<file path="src/rtl/stream_mux_rr.sv">
// N-channel valid/ready stream multiplexer with a registered output stage.
// Grant is fixed-select or round-robin and is held for a whole packet.
module stream_mux_rr #(
    parameter int CHANNELS = 4,
    parameter int WIDTH    = 8,
    parameter int SEL_W    = $clog2(CHANNELS)
) (
    input  logic                      clk,
    input  logic                      rst_n,
    input  logic                      mode,
    input  logic [SEL_W-1:0]          sel,
    input  logic [CHANNELS-1:0]       in_valid,
    input  logic [CHANNELS*WIDTH-1:0] in_data,
    input  logic [CHANNELS-1:0]       in_last,
    output logic [CHANNELS-1:0]       in_ready,
    output logic                      out_valid,
    output logic [WIDTH-1:0]          out_data,
    output logic                      out_last,
    output logic [SEL_W-1:0]          out_ch,
    input  logic                      out_ready
);

    localparam logic [SEL_W:0]   CH_LIM  = (SEL_W+1)'(CHANNELS);
    localparam logic [SEL_W-1:0] LAST_CH = SEL_W'(CHANNELS - 1);

    typedef enum logic {IDLE, LOCKED} lock_state_t;

    lock_state_t      state;
    logic [SEL_W-1:0] lock_ch;
    logic [SEL_W-1:0] ptr;

    logic             can_accept;
    logic             g_ok;
    logic [SEL_W-1:0] g;
    logic [SEL_W:0]   rr_res;
    logic             xfer;
    logic [WIDTH-1:0] sel_data;
    logic             sel_last;
    logic [SEL_W-1:0] ptr_next;

    // First valid channel at or after p, wrapping; MSB of the result flags a hit.
    function automatic logic [SEL_W:0] rr_pick(input logic [CHANNELS-1:0] v,
                                               input logic [SEL_W-1:0]    p);
        logic             found;
        logic [SEL_W-1:0] idx;
        logic [SEL_W-1:0] ki;
        int               k;
        found = 1'b0;
        idx   = '0;
        for (int i = 0; i < CHANNELS; i++) begin
            k  = (int'(p) + i) % CHANNELS;
            ki = k[SEL_W-1:0];
            if (!found && v[ki]) begin
                found = 1'b1;
                idx   = ki;
            end
        end
        return {found, idx};
    endfunction

    // Stage 0: grant candidate and handshake
    assign can_accept = !out_valid || out_ready;
    assign rr_res     = rr_pick(in_valid, ptr);

    always_comb begin
        g    = '0;
        g_ok = 1'b0;
        if (state == LOCKED) begin
            g    = lock_ch;
            g_ok = 1'b1;
        end else if (!mode) begin
            g    = sel;
            g_ok = ({1'b0, sel} < CH_LIM);
        end else begin
            g    = rr_res[SEL_W-1:0];
            g_ok = rr_res[SEL_W];
        end
    end

    always_comb begin
        in_ready = '0;
        sel_data = '0;
        sel_last = 1'b0;
        for (int k = 0; k < CHANNELS; k++) begin
            if (g == SEL_W'(k)) begin
                in_ready[k] = rst_n && g_ok && can_accept;
                sel_data    = in_data[k*WIDTH +: WIDTH];
                sel_last    = in_last[k];
            end
        end
    end

    assign xfer     = |(in_ready & in_valid);
    assign ptr_next = (g == LAST_CH) ? '0 : g + 1'b1;

    // Stage 1: output register, packet lock and round-robin pointer
    always_ff @(posedge clk or negedge rst_n) begin
        if (!rst_n) begin
            out_valid <= 1'b0;
            out_data  <= '0;
            out_last  <= 1'b0;
            out_ch    <= '0;
            state     <= IDLE;
            lock_ch   <= '0;
            ptr       <= '0;
        end else begin
            if (xfer) begin
                out_valid <= 1'b1;
                out_data  <= sel_data;
                out_last  <= sel_last;
                out_ch    <= g;
                if (sel_last) begin
                    state <= IDLE;
                    ptr   <= ptr_next;
                end else begin
                    state   <= LOCKED;
                    lock_ch <= g;
                end
            end else if (out_valid && out_ready) begin
                out_valid <= 1'b0;
            end
        end
    end

endmodule
</file>
<file path="config.mk">
export PLATFORM = sky130hd
export DESIGN_NAME = stream_mux_rr
export DESIGN_NICKNAME = d
export VERILOG_FILES = /design/src/rtl/stream_mux_rr.sv
export SDC_FILE = /design/constraint.sdc
export NUM_CORES = 1
export LEC_CHECK = 0
export ABC_AREA = 1
export CORE_AREA = 2 2 58 60
export CTS_BUF_LIST = sky130_fd_sc_hd__clkbuf_4
export DETAILED_ROUTE_END_ITERATION = 10
export DIE_AREA = 0 0 60 62
export GPL_ROUTABILITY_DRIVEN = 0
export PLACE_DENSITY = 0.91
export SYNTH_ARGS = -nofsm -noshare
export SYNTH_HDL_FRONTEND = slang
export SYNTH_SLANG_ARGS = --single-unit
</file>
<file path="constraint.sdc">
create_clock -name clk -period 7.1 [get_ports clk]
set_input_delay 1.42 -clock clk [delete_from_list [all_inputs] [get_ports clk]]
set_output_delay 1.42 -clock clk [all_outputs]
set_load 0.05 [all_outputs]
</file>
==> results of run 1 <==
==> worst min-delay path, cell delays in order, from the launching register on <==
cell and delay, ns:
dfrtp_1 0.35, nand2_1 0.05, nand2_1 0.05
==> worst max-delay path by stage <==
stage                startpoint     endpoint  cells past startpoint
finish              in_valid[3]  in_ready[1]                     16
global route        in_valid[3]  in_ready[1]                     16
detailed placement  in_valid[3]  in_ready[1]                     16
global placement    in_valid[3]  in_ready[1]                     16
floorplan           in_valid[3]  in_ready[2]                     15
CTS                 in_valid[3]  in_ready[1]                     16
==> final cells by class <==
| cell class | count | area [um2] | share of cell area |
|---|---|---|---|
| Timing Repair Buffer | 62 | 618 | 0.301 |
| Tap cell | 46 | 57.6 | 0.0280 |
| Clock buffer | 3 | 22.5 | 0.0110 |
| Sequential cell | 17 | 425 | 0.207 |
| Multi-Input combinational cell | 174 | 842 | 0.410 |
| Clock inverter | 1 | 5.00 | 0.00244 |
| Inverter | 21 | 83.8 | 0.0408 |
==> metal layers <==
layer / wire length [um] / vias up
met2: 1780 / 53
met4: 85 / 0
li1: - / 835
met1: 1470 / 698
met5: 0 / -
met3: 267 / 9
==> registers in the layout, indices dropped and copies added (netlist names) <==
| signal | flops |
|---|---|
| lock_ch | 2 |
| ptr | 2 |
| state | 1 |
| out_last | 1 |
| out_data | 8 |
| out_valid | 1 |
| out_ch | 2 |
==> stage by stage <==
step	cells	setup slack, ns	utilization
floorplan	220	2.03	-
global placement	320	1.07	0.638
detailed placement	320	0.949	0.638
CTS	324	0.944	0.646
global route	324	0.604	0.646
finish	324	0.933	0.646
==> cells in the mapped netlist <==
cell       n  area, um2
a21oi_1   13       65.1
a21oi_2    1       8.76
buf_6      3       33.8
clkbuf_1   5       18.8
clkinv_1   1       3.75
dfrtp_1   17        425
ha_1       4       50.1
inv_1     18       67.6
inv_2      1       3.75
inv_6      1       8.76
nand2_1   83        312
nand2_2    8       50.1
nand3_1   20        100
nand4_1    5       31.3
nand4_4    1       21.3
nor2_1    10       37.5
nor2_2     1       6.26
nor2_4     2       22.5
o21a_1     2       15.0
o21ai_0   18       90.1
o21ai_1    5       25.0
o31ai_1    1       7.51
==> cells by family (layout without fill, tap and decap cells) <==
kind of cell | Yosys count | in the layout | share of synthesized area
AND/OR/NAND/NOR | 130 | 130 | 0.414
AO/OA/AOI/OAI | 40 | 40 | 0.151
buffers and inverters | 29 | 87 | 0.0971
flip-flops | 17 | 17 | 0.303
adder cells (fa/ha/maj) | 4 | 4 | 0.0357
==> power by group <==
group          internal (mW)  total [mW]  switching (mW)
registers              0.142       0.178          0.0362
clock network         0.0210      0.0509          0.0299
logic                  0.255       0.763           0.509
==> impl_metrics.json, run 1 <==
{
  "power_leakage_nw": 0.982,
  "worst-setup-path-type": "in -> out",
  "clk_path_buf_depth": 2,
  "slew_headroom": 0.647,
  "timing.hold.ws_ns": 0.488,
  "detail_route.iter0.violations": 60,
  "met3_usage": 0.0559,
  "ant_nets": 0,
  "tritoncts": "done",
  "post_cts_buffers": 0,
  "placed_area_um2": 2030,
  "path_buf_inv": 4,
  "grt_util_met1": 0.243,
  "ir_drop_uv": 277,
  "die_h_um": 62,
  "yosys.cell_types.count": 22,
  "power.density_nw_per_um2": 483,
  "cts_num_sinks": 17,
  "start_util": 0.442,
  "critPathMaxStageDelay_ns": 0.81,
  "min_path_cells": 2,
  "reg2reg_depth": 19,
  "drt-vias-per-instance": 4.92,
  "io_buffer_count": 61,
  "drc": 0,
  "ys_seq_elements": 17,
  "drv_slew": 0,
  "boundaryPins": 62,
  "crit_family": "buffers and inverters",
  "synth_cells": 220,
  "fin_crit_ns": 6.17,
  "fin_setup_tns_ns": 0,
  "grt_use_met2": 0.376,
  "htree_levels": 1,
  "mostFrequentLayoutCells": "nand2_1 (83), clkdlybuf4s50_1 (61), nand3_1 (20)",
  "status": "completed",
  "hold_class": "reg -> reg",
  "diodes": 0,
  "first_pass_iters": 4,
  "first_global_vias": 1485,
  "synth_warnings": 0,
  "end_kind": "primary output",
  "clk_pin_slew_worst_paths_ns": 0.09,
  "cts_resized": 0,
  "final_hold_viol_count": 0,
  "syn_area_um2": 1400,
  "syn-num-nets": 270,
  "min_to": "out_data[1]",
  "fmaxAchievable_ghz": 0.162,
  "cpMostUsedCell": "nand2_1",
  "timing.rr.end": "lock_ch[0]",
  "wl_per_cell_um": 11.1,
  "core_area_um2": 3180,
  "layout.nets": 329,
  "root_buffer": "clkbuf_4",
  "rsz0062_at_grt": "false",
  "min_period_over_period": 0.869,
  "critPathRequiredTime_ns": 5.68,
  "yosysSeqAreaShare": 0.303,
  "cp_cell_sequence": "clkdlybuf4s50_1 -> inv_1 -> nand2_1 -> nand3_1 -> nand2_1 -> nor2_4 -> nand2_1 -> nand2_1 -> nand2_1 -> nand2_1 -> nand2_1 -> a21oi_1 -> ha_1 -> clkinv_1 -> nor2_1 -> clkdlybuf4s50_1",
  "final_common_cell": "nand2_1",
  "die_w_um": 60,
  "nFillCells": 283,
  "ctsHoldBuffers": 0,
  "maxCapViolations": 0,
  "grt_max_degree": 20,
  "reg2reg_from": "ptr[0]",
  "numCtsBuffers": 3,
  "r2r_setup_slack_ns": 3.78,
  "grt_first_pass_wirelength_um": 6020,
  "clock_skew_ns": 0.00898,
  "grt_overflow": 0,
  "die_area_um2": 3720,
  "grt_use_total": 0.214,
  "via_count": 1595,
  "total_power_mw": 0.993,
  "layout-drive-gt1-share": 0.0719,
  "area_growth_pct": 46.3,
  "path_max_fanout": 11,
  "tightestPinTransition_ns": 0.530,
  "finalWirelength_um": 3600,
  "clk_latency_ns": 0.30,
  "antenna_found_initial": 0,
  "cp.arrival_ns": 4.75,
  "hp-start": "out_data[1]",
  "worstSetupStartpointType": "primary input",
  "slowest_stage": "clkdlybuf4s50_1",
  "row_count": 21,
  "synth.avg_cell_area_um2": 6.38,
  "dp_hpwl_um": 2940,
  "design_area_um2": 2050,
  "setup_viol": 0,
  "top_usage_layer": "met2"
}
Power figures use the tool's default switching activity.
==> run 2: changes to the inputs <==
GPL_TIMING_DRIVEN = 1   (was unset)
PLACE_DENSITY = 0.86   (was 0.91)
==> impl_metrics.json, run 2 (synthesized netlist as in run 1, its figures left out) <==
{
  "status": "completed",
  "mostFrequentLayoutCells": "nand2_1 (83), clkdlybuf4s50_1 (61), nand3_1 (20)",
  "grt_max_degree": 20,
  "routed-wl-met3_um": 285,
  "slew_headroom": 0.642,
  "row_count": 21,
  "multi_input_area_um2": 842,
  "first_global_vias": 1452,
  "highest_layer": "met4",
  "layout-drive-gt1-share": 0.0719,
  "area_growth_pct": 46.5,
  "detail_route.iter0.violations": 81,
  "worstSetupStartpointType": "primary input",
  "setup.worst_path.start": "in_valid[3]",
  "final_hold_viol_count": 0,
  "layout.nets": 329,
  "ir_drop_uv": 276,
  "grt_overflow": 0,
  "drv_slew": 0,
  "drc": 0,
  "fmaxAchievable_ghz": 0.160,
  "critPathRequiredTime_ns": 5.68,
  "fin_ws_ns": 0.860,
  "ant_nets": 0,
  "drt-vias-per-instance": 4.91,
  "cts_resized": 0,
  "boundaryPins": 62,
  "die_h_um": 62,
  "power.density_nw_per_um2": 489,
  "clock_skew_ns": 0.0159,
  "cts_num_sinks": 17,
  "via_count": 1590,
  "fin_setup_tns_ns": 0,
  "dp_slack_ns": 0.910,
  "start_util": 0.442,
  "end_kind": "primary output",
  "wl_met1_um": 1560,
  "power_leakage_nw": 0.982,
  "nFillCells": 298,
  "htree_levels": 1,
  "clk_path_buf_depth": 2,
  "reg2reg_from": "ptr[0]",
  "die_area_um2": 3720,
  "wl_met2_um": 1890,
  "post_cts_buffers": 0,
  "diodes": 0,
  "path_max_fanout": 11,
  "ctsHoldBuffers": 0,
  "top_register": "out_data",
  "first_pass_iters": 4,
  "io_buffer_count": 61,
  "setup_viol": 0,
  "worst-setup-path-type": "in -> out",
  "clk_latency_ns": 0.30,
  "clk_pin_slew_worst_paths_ns": 0.09,
  "reg2reg_depth": 19,
  "die_w_um": 60,
  "root_buffer": "clkbuf_4",
  "final_common_cell": "nand2_1",
  "fin_crit_ns": 6.24,
  "hold_class": "reg -> reg",
  "core_area_um2": 3180,
  "antenna_found_initial": 0,
  "r2r_setup_slack_ns": 3.73,
  "finalWirelength_um": 3800,
  "largest_register_ff_count": 8,
  "tritoncts": "done",
  "grt_use_total": 0.222,
  "maxCapViolations": 0,
  "grt_first_pass_wirelength_um": 6230,
  "endpoint": "in_ready[1]",
  "min_period_over_period": 0.879,
  "wl_per_cell_um": 11.7,
  "rsz0062_at_grt": "false",
  "cp.arrival_ns": 4.82,
  "dp_hpwl_um": 3100,
  "final-seq-area_um2": 425,
  "timing.rr.end": "lock_ch[0]",
  "numCtsBuffers": 3,
  "tightestPinTransition_ns": 0.536
}
==> run 2: cell count changes in the layout (fill, tap and decap cells not counted) <==
cell	change
clkbuf_4	+1
clkinv_2	-1
==> run 2: worst max-delay path: stages <==
cell and delay [ns]:
clkdlybuf4s50_1 0.46, inv_1 0.08, nand2_1 0.06, nand3_1 0.15, nand2_1 0.11, nor2_4 0.19, nand2_1 0.10, nand2_1 0.07
nand2_1 0.04, nand2_1 0.05, nand2_1 0.06, a21oi_1 0.23, ha_1 0.45, clkinv_1 0.35, nor2_1 0.18, clkdlybuf4s50_1 0.81
==> run 2: worst min-delay path by stage <==
stage | start | to | slack [ns] | cells past startpoint
final | out_data[6] | out_data[6] | 0.48 | 2
after global routing | out_data[4] | out_data[4] | 0.51 | 2
after CTS | out_data[6] | out_data[6] | 0.49 | 2
after floorplan | lock_ch[1] | lock_ch[1] | 0.44 | 2
after global placement | out_data[2] | out_data[2] | 0.46 | 2
after detailed placement | out_data[6] | out_data[6] | 0.47 | 2
==> run 2: final cells by class <==
type,count,share of cell area
clock buffer,4,0.0146
inverter,21,0.0408
multi-input combinational,174,0.409
sequential,17,0.207
tap,46,0.0280
timing repair buffer,62,0.300
==> run 2: layer usage <==
| layer | track usage | vias up |
|---|---|---|
| met2 | 0.388 | 59 |
| met1 | 0.276 | 699 |
| met4 | 0.0603 | 0 |
| met3 | 0.0518 | 7 |
| met5 | 0 | - |
| li1 | - | 825 |
==> run 2: report_power, final <==
group / switching [mW] / total [mW] / internal (mW)
registers: 0.0373 / 0.180 / 0.142
logic: 0.513 / 0.769 / 0.256
clock network: 0.0314 / 0.0572 / 0.0257
==> run 2: per-stage QoR <==
| stage | instance area (um2) | hold WS [ns] | std cells | util | power (mW) |
|---|---|---|---|---|---|
| 2_1_floorplan | 1400 | 0.443 | 220 | - | 0.759 |
| 3_3_place_gp | 2030 | 0.463 | 320 | 0.638 | 0.929 |
| 3_5_place_dp | 2030 | 0.471 | 320 | 0.638 | 0.951 |
| 4_1_cts | 2060 | 0.488 | 324 | 0.647 | 1.01 |
| 5_1_grt | 2060 | 0.515 | 324 | 0.647 | 1.10 |
| 6_report | 2060 | 0.484 | 324 | 0.647 | 1.01 |
==> run 3: changes to the inputs <==
==> constraint.sdc (replaced) <==
create_clock -name clk -period 7.1 [get_ports clk]
set_input_delay 1.065 -clock clk [delete_from_list [all_inputs] [get_ports clk]]
set_output_delay 1.065 -clock clk [all_outputs]
set_load 0.05 [all_outputs]
==> impl_metrics.json, run 3 (synthesized netlist as in run 1, its figures left out) <==
{
  "drv_slew": 0,
  "slowest_stage": "clkdlybuf4s50_1",
  "start_util": 0.442,
  "maxCapViolations": 0,
  "die_area_um2": 3720,
  "die_h_um": 62,
  "boundaryPins": 62,
  "timing.hold.ws_ns": 0.492,
  "top_register": "out_data",
  "ant_nets": 0,
  "fmaxAchievable_ghz": 0.183,
  "io_buffer_count": 61,
  "cpMostUsedCell": "nand2_1",
  "rsz0062_at_grt": "false",
  "path_max_fanout": 11,
  "layout.nets": 328,
  "status": "completed",
  "final_hold_viol_count": 0,
  "root_buffer": "clkbuf_4",
  "dp.cells": 319,
  "slew_headroom": 0.506,
  "tightestPinTransition_ns": 0.739,
  "die_w_um": 60,
  "clk_path_buf_depth": 2,
  "hold_class": "reg -> reg",
  "power_leakage_nw": 0.977,
  "min_period_over_period": 0.771,
  "grt_max_degree": 20,
  "layout-drive-gt1-share": 0.0686,
  "power.density_nw_per_um2": 487,
  "first_pass_iters": 4,
  "cts_resized": 0,
  "placed_area_um2": 2020,
  "first_global_vias": 1452,
  "diodes": 0,
  "worst-setup-path-type": "in -> out",
  "ir_drop_uv": 264,
  "final_common_cell": "nand2_1",
  "nFillCells": 298,
  "post_cts_buffers": 0,
  "dp_hpwl_um": 3010,
  "mostFrequentLayoutCells": "nand2_1 (83), clkdlybuf4s50_1 (61), nand3_1 (20)",
  "final_util": 0.644,
  "critPathRequiredTime_ns": 6.03,
  "design_area_um2": 2050,
  "area_growth_pct": 45.8,
  "grt_use_total": 0.215,
  "wl_per_cell_um": 11.5,
  "tritoncts": "done",
  "clk_latency_ns": 0.30,
  "stdcell_count": 323,
  "grt_overflow": 0,
  "clock_skew_ns": 0.00647,
  "worstSetupStartpointType": "primary input",
  "antenna_found_initial": 0,
  "fin_setup_tns_ns": 0,
  "clk_pin_slew_worst_paths_ns": 0.09,
  "htree_levels": 1,
  "detail_route.iter0.violations": 67,
  "cp_cell_sequence": "clkdlybuf4s50_1 -> inv_1 -> nand2_1 -> nand3_1 -> nand2_1 -> nor2_4 -> nand2_1 -> nand2_1 -> nand2_1 -> nand2_1 -> nand2_1 -> a21oi_1 -> ha_1 -> clkinv_1 -> nor2_1 -> clkdlybuf4s50_1",
  "end_kind": "primary output",
  "core_area_um2": 3180,
  "cp.arrival_ns": 4.41,
  "finalWirelength_um": 3730,
  "ctsHoldBuffers": 0,
  "final-seq-area_um2": 425,
  "cts_num_sinks": 17,
  "numCtsBuffers": 3,
  "fin_crit_ns": 5.47,
  "critPathMaxStageDelay_ns": 0.81,
  "grt_first_pass_wirelength_um": 5930,
  "drc": 0,
  "via_count": 1569,
  "multi_input_area_um2": 842,
  "drt-vias-per-instance": 4.86,
  "row_count": 21,
  "setup_viol": 0,
  "largest_register_ff_count": 8
}
-- run 3: cell types whose count changed in the layout (fill, tap and decap cells not counted) --
cell	change
clkinv_2	+1
clkbuf_4	-1
buf_4	-1
-- run 3: metrics by stage --
stage | worst slack [ns] | power, mW
2_1_floorplan | 2.74 | 0.759
3_3_place_gp | 1.75 | 0.929
3_5_place_dp | 1.66 | 0.947
4_1_cts | 1.65 | 0.999
5_1_grt | 1.32 | 1.09
6_report | 1.63 | 0.996
-- run 3: cell type report --
cell class / count / share of cell area
timing repair buffer: 61 / 0.298
clock buffer: 3 / 0.0110
multi-input combinational: 174 / 0.411
sequential: 17 / 0.208
tap: 46 / 0.0281
clock inverter: 1 / 0.00244
inverter: 21 / 0.0410
-- run 3: worst max-delay path, delay by kind of cell --
| kind | cells | cell delay [ns] |
|---|---|---|
| adder cells (fa/ha/maj) | 1 | 0.44 |
| buffers and inverters | 4 | 1.67 |
| AO/OA/AOI/OAI | 1 | 0.22 |
| AND/OR/NAND/NOR | 10 | 1.01 |
-- run 3: where the power goes --
part | internal (mW) | leakage (nW) | switching (mW)
clock network | 0.0210 | 0.0177 | 0.0309
logic | 0.256 | 0.744 | 0.509
registers | 0.142 | 0.215 | 0.0366
total | 0.419 | 0.977 | 0.577
-- run 3: routing by layer --
layer	wire length [um]	GRT usage
met5	0	0
met2	1810	0.380
met1	1580	0.246
met3	236	0.0518
met4	95	0.0952
-- run 3: final timing paths --
check                           cells after the start           to  slack, ns        start
worst max-delay path                               16  in_ready[1]       1.63  in_valid[3]
worst min-delay path                                2  out_data[2]       0.49  out_data[2]
worst max register to register                     19   lock_ch[1]       3.77       ptr[0]
worst min register to register                      2  out_data[2]       0.49  out_data[2]
max in group asynchronous                           1  out_data[4]       5.44        rst_n
min in group asynchronous                           1  out_data[7]       1.19        rst_n
